$ cat src/rtl/sprite_rom_arbiter.sv
// Round-robin arbiter sharing one sprite ROM read port among N_REQ pixel fetchers.
// An optional per-requester lock keeps the port for up to MAX_BURST grants.
// A tag pipeline tracks ROM latency so each pixel returns with its requester id.
module sprite_rom_arbiter #(
   parameter int unsigned N_REQ     = 4,
   parameter int unsigned ADDR_W    = 19,
   parameter int unsigned DATA_W    = 16,
   parameter int unsigned ROM_LAT   = 2,
   parameter int unsigned MAX_BURST = 8
) (
   input  logic                       clk,
   input  logic                       rst_n,
   input  logic [N_REQ-1:0]           req,
   input  logic [N_REQ-1:0]           lock,
   input  logic [N_REQ*ADDR_W-1:0]    req_addr,
   output logic [N_REQ-1:0]           gnt,
   output logic [ADDR_W-1:0]          rom_addr,
   input  logic [DATA_W-1:0]          rom_data,
   output logic                       rsp_valid,
   output logic [$clog2(N_REQ)-1:0]   rsp_id,
   output logic [DATA_W-1:0]          rsp_data
);

   localparam int unsigned ID_W  = $clog2(N_REQ);
   localparam int unsigned CNT_W = 8;
   localparam int unsigned NSTG  = ROM_LAT + 1;

   typedef enum logic {IDLE, LOCKED} mode_t;

   mode_t                       mode, mode_n;
   logic [ID_W-1:0]             ptr, ptr_n;
   logic [ID_W-1:0]             owner, owner_n;
   logic [CNT_W-1:0]            cnt, cnt_n;
   logic [NSTG-1:0]             tag_v;
   logic [NSTG-1:0][ID_W-1:0]   tag_id;

   logic                        keep;
   logic                        gnt_any;
   logic [ID_W-1:0]             gnt_idx;
   int unsigned                 j;

   // Grant selection: locked owner keeps the port, otherwise round-robin from ptr.
   // After a locked grant ptr already points at owner+1, so release searches others first.
   always_comb begin
      keep    = 1'b0;
      gnt_any = 1'b0;
      gnt_idx = '0;
      j       = 0;
      gnt     = '0;
      mode_n  = mode;
      owner_n = owner;
      cnt_n   = cnt;
      ptr_n   = ptr;

      keep = (mode == LOCKED) && req[owner] && lock[owner] &&
             (cnt < CNT_W'(MAX_BURST));

      if (keep) begin
         gnt_any = 1'b1;
         gnt_idx = owner;
      end else begin
         for (int unsigned k = 0; k < N_REQ; k++) begin
            j = 32'(ptr) + k;
            if (j >= N_REQ) j = j - N_REQ;
            if (!gnt_any && req[j]) begin
               gnt_any = 1'b1;
               gnt_idx = ID_W'(j);
            end
         end
      end

      if (gnt_any) begin
         gnt[gnt_idx] = 1'b1;
         ptr_n = (gnt_idx == ID_W'(N_REQ - 1)) ? '0 : gnt_idx + ID_W'(1);
         if (keep) begin
            cnt_n = cnt + CNT_W'(1);
         end else if (lock[gnt_idx]) begin
            mode_n  = LOCKED;
            owner_n = gnt_idx;
            cnt_n   = CNT_W'(1);
         end else begin
            mode_n = IDLE;
         end
      end else begin
         mode_n = IDLE;
      end
   end

   // Arbitration state, ROM address, tag pipeline and response registers.
   always_ff @(posedge clk or negedge rst_n) begin
      if (!rst_n) begin
         mode      <= IDLE;
         ptr       <= '0;
         owner     <= '0;
         cnt       <= '0;
         tag_v     <= '0;
         tag_id    <= '0;
         rom_addr  <= '0;
         rsp_valid <= 1'b0;
         rsp_id    <= '0;
         rsp_data  <= '0;
      end else begin
         mode  <= mode_n;
         ptr   <= ptr_n;
         owner <= owner_n;
         cnt   <= cnt_n;

         if (gnt_any) rom_addr <= req_addr[32'(gnt_idx)*ADDR_W +: ADDR_W];

         tag_v[0]  <= gnt_any;
         tag_id[0] <= gnt_idx;
         for (int unsigned s = 1; s < NSTG; s++) begin
            tag_v[s]  <= tag_v[s-1];
            tag_id[s] <= tag_id[s-1];
         end

         rsp_valid <= tag_v[ROM_LAT];
         rsp_id    <= tag_id[ROM_LAT];
         if (tag_v[ROM_LAT]) rsp_data <= rom_data;
      end
   end

endmodule

$ cat config.mk
export PLATFORM = sky130hd
export DESIGN_NAME = sprite_rom_arbiter
export DESIGN_NICKNAME = d
export VERILOG_FILES = /design/src/rtl/sprite_rom_arbiter.sv
export SDC_FILE = /design/constraint.sdc
export NUM_CORES = 1
export LEC_CHECK = 0
export CORE_MARGIN = 2
export CORE_UTILIZATION = 30
export CTS_CLUSTER_SIZE = 30
export DETAILED_ROUTE_END_ITERATION = 6
export PLACE_DENSITY = 0.62
export SLEW_MARGIN = 5
export SYNTH_ARGS = -nofsm -noshare
export SYNTH_HDL_FRONTEND = slang
export SYNTH_SLANG_ARGS = --single-unit
$ cat constraint.sdc
create_clock -name clk -period 2.8 [get_ports clk]
set_clock_uncertainty 0.05 [all_clocks]
set_input_delay 0.56 -clock clk [delete_from_list [all_inputs] [get_ports clk]]
set_output_delay 0.56 -clock clk [all_outputs]
set_load 0.01 [all_outputs]
==> results of run 1 <==
## worst max-delay path by stage
| stage | start | endpoint | cells past startpoint |
|---|---|---|---|
| floorplan | req[0] | gnt[0] | 10 |
| detailed placement | req[0] | gnt[2] | 10 |
| CTS | cnt[3]$_DFFE_PN0P_ | gnt[1] | 10 |
| finish | cnt[3]$_DFFE_PN0P_ | gnt[1] | 10 |
| global route | cnt[3]$_DFFE_PN0P_ | gnt[1] | 10 |
| global placement | req[0] | gnt[0] | 10 |
## per-stage QoR
stage | util, % | cells
final | 51.6 | 579
after global routing | 51.6 | 579
after CTS | 51.2 | 579
after floorplan | - | 258
after detailed placement | 47.7 | 555
after global placement | 47.7 | 555
## layout make-up
cell class | count | area share (%)
timing repair buffer | 182 | 32.8
clock buffer | 12 | 2.93
inverter | 9 | 0.638
multi-input combinational | 176 | 31.1
tap | 136 | 3.21
sequential | 60 | 28.3
clock inverter | 4 | 0.897
## metal layers
metal	wire length [um]	part of all wire [%]
met5	0	0
met1	3310	40
met3	607	7.4
met4	91	1.1
met2	4230	51
## cell families (layout without fill, tap and decap cells)
group           count (synthesis)  after routing  share of synthesized area, %
compound gates                 49             49                          16.0
simple gates                   62             62                          10.6
fa+ha+maj                       5              5                          1.99
flops                          60             60                          47.7
buf+inv                        22            207                          3.53
mux                            60             60                          20.2
## flip-flops by register name, summed over array words and instances, names as in the netlist
register	cells
tag_id	6
rsp_valid	1
rom_addr	19
ptr	2
mode	1
owner	2
rsp_id	2
tag_v	3
cnt	8
rsp_data	16
## power by group through the flow
stage          Combinational (uW)  Clock [uW]  Sequential (uW)
2_1_floorplan                1630           0             1380
3_3_place_gp                 2690           0             1310
3_5_place_dp                 2710           0             1320
4_1_cts                      2920         807             1310
5_1_grt                      3240         846             1340
6_report                     2980         782             1310
## critical path, stage by stage, from the launching register on
cell and delay [ps]:
dfrtp_1 380, nor4_2 280, nand3b_1 200, buf_6 180
a211oi_4 180, nor2b_2 70, a21o_1 220, buf_6 140
ha_4 140, and2_4 150, buf_6 110
## cells in the final DEF, fill, tap and decap left out, drive strengths merged, types with 2 or more instances in the layout
master / count
o211a: 2
nor2: 25
a211oi: 2
a21o: 4
clkinv: 3
inv: 8
nor4: 2
mux2i: 41
buf: 43
dlygate4sd2: 6
nand2: 10
clkbuf: 13
dfrtp: 60
nand2b: 5
clkdlybuf4s50: 131
o22ai: 5
ha: 5
mux2: 19
and2: 7
nand3: 2
nor2b: 4
a221oi: 19
and3b: 2
o21ai: 4
a21oi: 6
## what timing repair did
| action | 4_1_cts | 5_1_grt |
|---|---|---|
| setup endpoints to repair | 25 | 27 |
| pin swaps | 16 | 2 |
| setup buffers | 9 | 0 |
| resized for setup | 54 | 8 |
| hold buffers | 0 | 0 |
==> run summary, run 1 <==
Final min period: 2990 ps
Avg Inst Size Synth: 12.2 um^2
Filler cells: 948
Largest net degree at the start of global routing: 37
RSZ-0062 raised after global routing: true
Fraction of the yosys area taken by sequential cells: 47.7%
Reg power frac: 25.8%
Full die area: 11300 um^2
Leakage: 0.00227 uW
Overall Power: 5070 uW
Clock Power Share: 15.4%
Inserted Diodes: 0
Met1 Use GR: 17.4%
Cell taking the most area after synthesis: dfrtp_1
R2R Setup Slk: 170 ps
Post-synth top area share: 47.7%
DP HPWL: 6170 um
Startpoint types: flip-flop
ANT nets after route: 0
Relative slew slack: 54.9%
GR Util met2: 26.2%
Most numerous cell in the Yosys netlist: dfrtp_1
Most used DFF post-synth: dfrtp_1
Seq cells post-synth: 60
Post-synth top cells: dfrtp_1 (60), mux2i_1 (40), nor2_1 (24)
Grt ovf: 0
Fin. Hold Viols: 0
Largest cells by area after synthesis: dfrtp_1 (48%), mux2i_1 (13%), a221oi_2 (8.1%), mux2_2 (6.8%), nor2_1 (2.9%)
Design area: 5300 um^2
Max-cap violation count: 0
Wire length of the first global-routing pass: 13600 um
Routed WL: 8250 um
DRT Pass-1 Iters: 4
Final setup vio count: 4
# rows: 37
Post-synth EDFFs: 0
Synthesized Nets: 365
Sw power: 1850 uW
Sw frac: 36.5%
CORE AREA: 10300 um^2
Crit path DAT: 2380 ps
Hold_ws: 119 ps
DR vias: 2687
Die width: 106 um
Pwr dens: 957 nW/um^2
Synth Cell Area: 3150 um^2
Ys async rst share: 100%
Avg Vias per Cell: 4.64
Multi-input gate area: 1650 um^2
CTS Buf Count: 9
I/O Buffers: 143
Register area: 1500 um^2
Max clock buf depth: 2
Worst reg2reg path depth: 9
Clk root buf: clkbuf_8
Combinational share of power: 58.8%
H-tree levels: 3
Routability cong.: 0.809
Worst r2r src: cnt[3]$_DFFE_PN0P_
Wire per inst: 14.2 um
Vias in the first global route: 2908
Fmax: 0.334 GHz
Nets: 545
Worst slack at placement: -737 ps
Synthesized instance count: 258
Failing checks: negative setup slack
Final slew viol count: 0
DRT iter0 DRCs: 46
CP Max Fanout: 4
Initial antenna violation count: 0
Int Power: 3220 uW
HP Class: input port to asynchronous set/reset pin
DP Area: 4900 um^2
Initial core utilization: 30.7%
Tcrit/Tclk final: 107%
Ys Warns: 0
Kind of critical path: flip-flop to output pin
CTS tree: yes
Clock sink count: 60
P&R area growth vs syn: 68.2%
Setup ws final: -195 ps
Worst skew pair latency: 330 ps
Most used routing layer in global routing: met2
Final TNS setup: -644 ps
DRC: 0
Met3 usage: 5.09%
Peak VDD IR: 0.472 mV
Share of cells above drive strength 1: 27.8%
Status: finished, violations left
Die H: 106 um
Tot GR Track Use: 15.0%
Req. time, crit path: 2190 ps
I/O pin cnt: 144
Worst-path clk slew: 70 ps
Pin slew with the least headroom to its limit: 677 ps
Crit end category: output pin
Netlist cell types: 43
Reg2reg end: cnt[0]$_DFFE_PN0P_
No activity file was read; power rests on OpenSTA's default activity.
==> run 2, diff against run 1 <==
- CAP_MARGIN: unset -> 30
==> results of run 2 <==
Same layout as run 1: the final DEF is identical, and so are final timing and power.
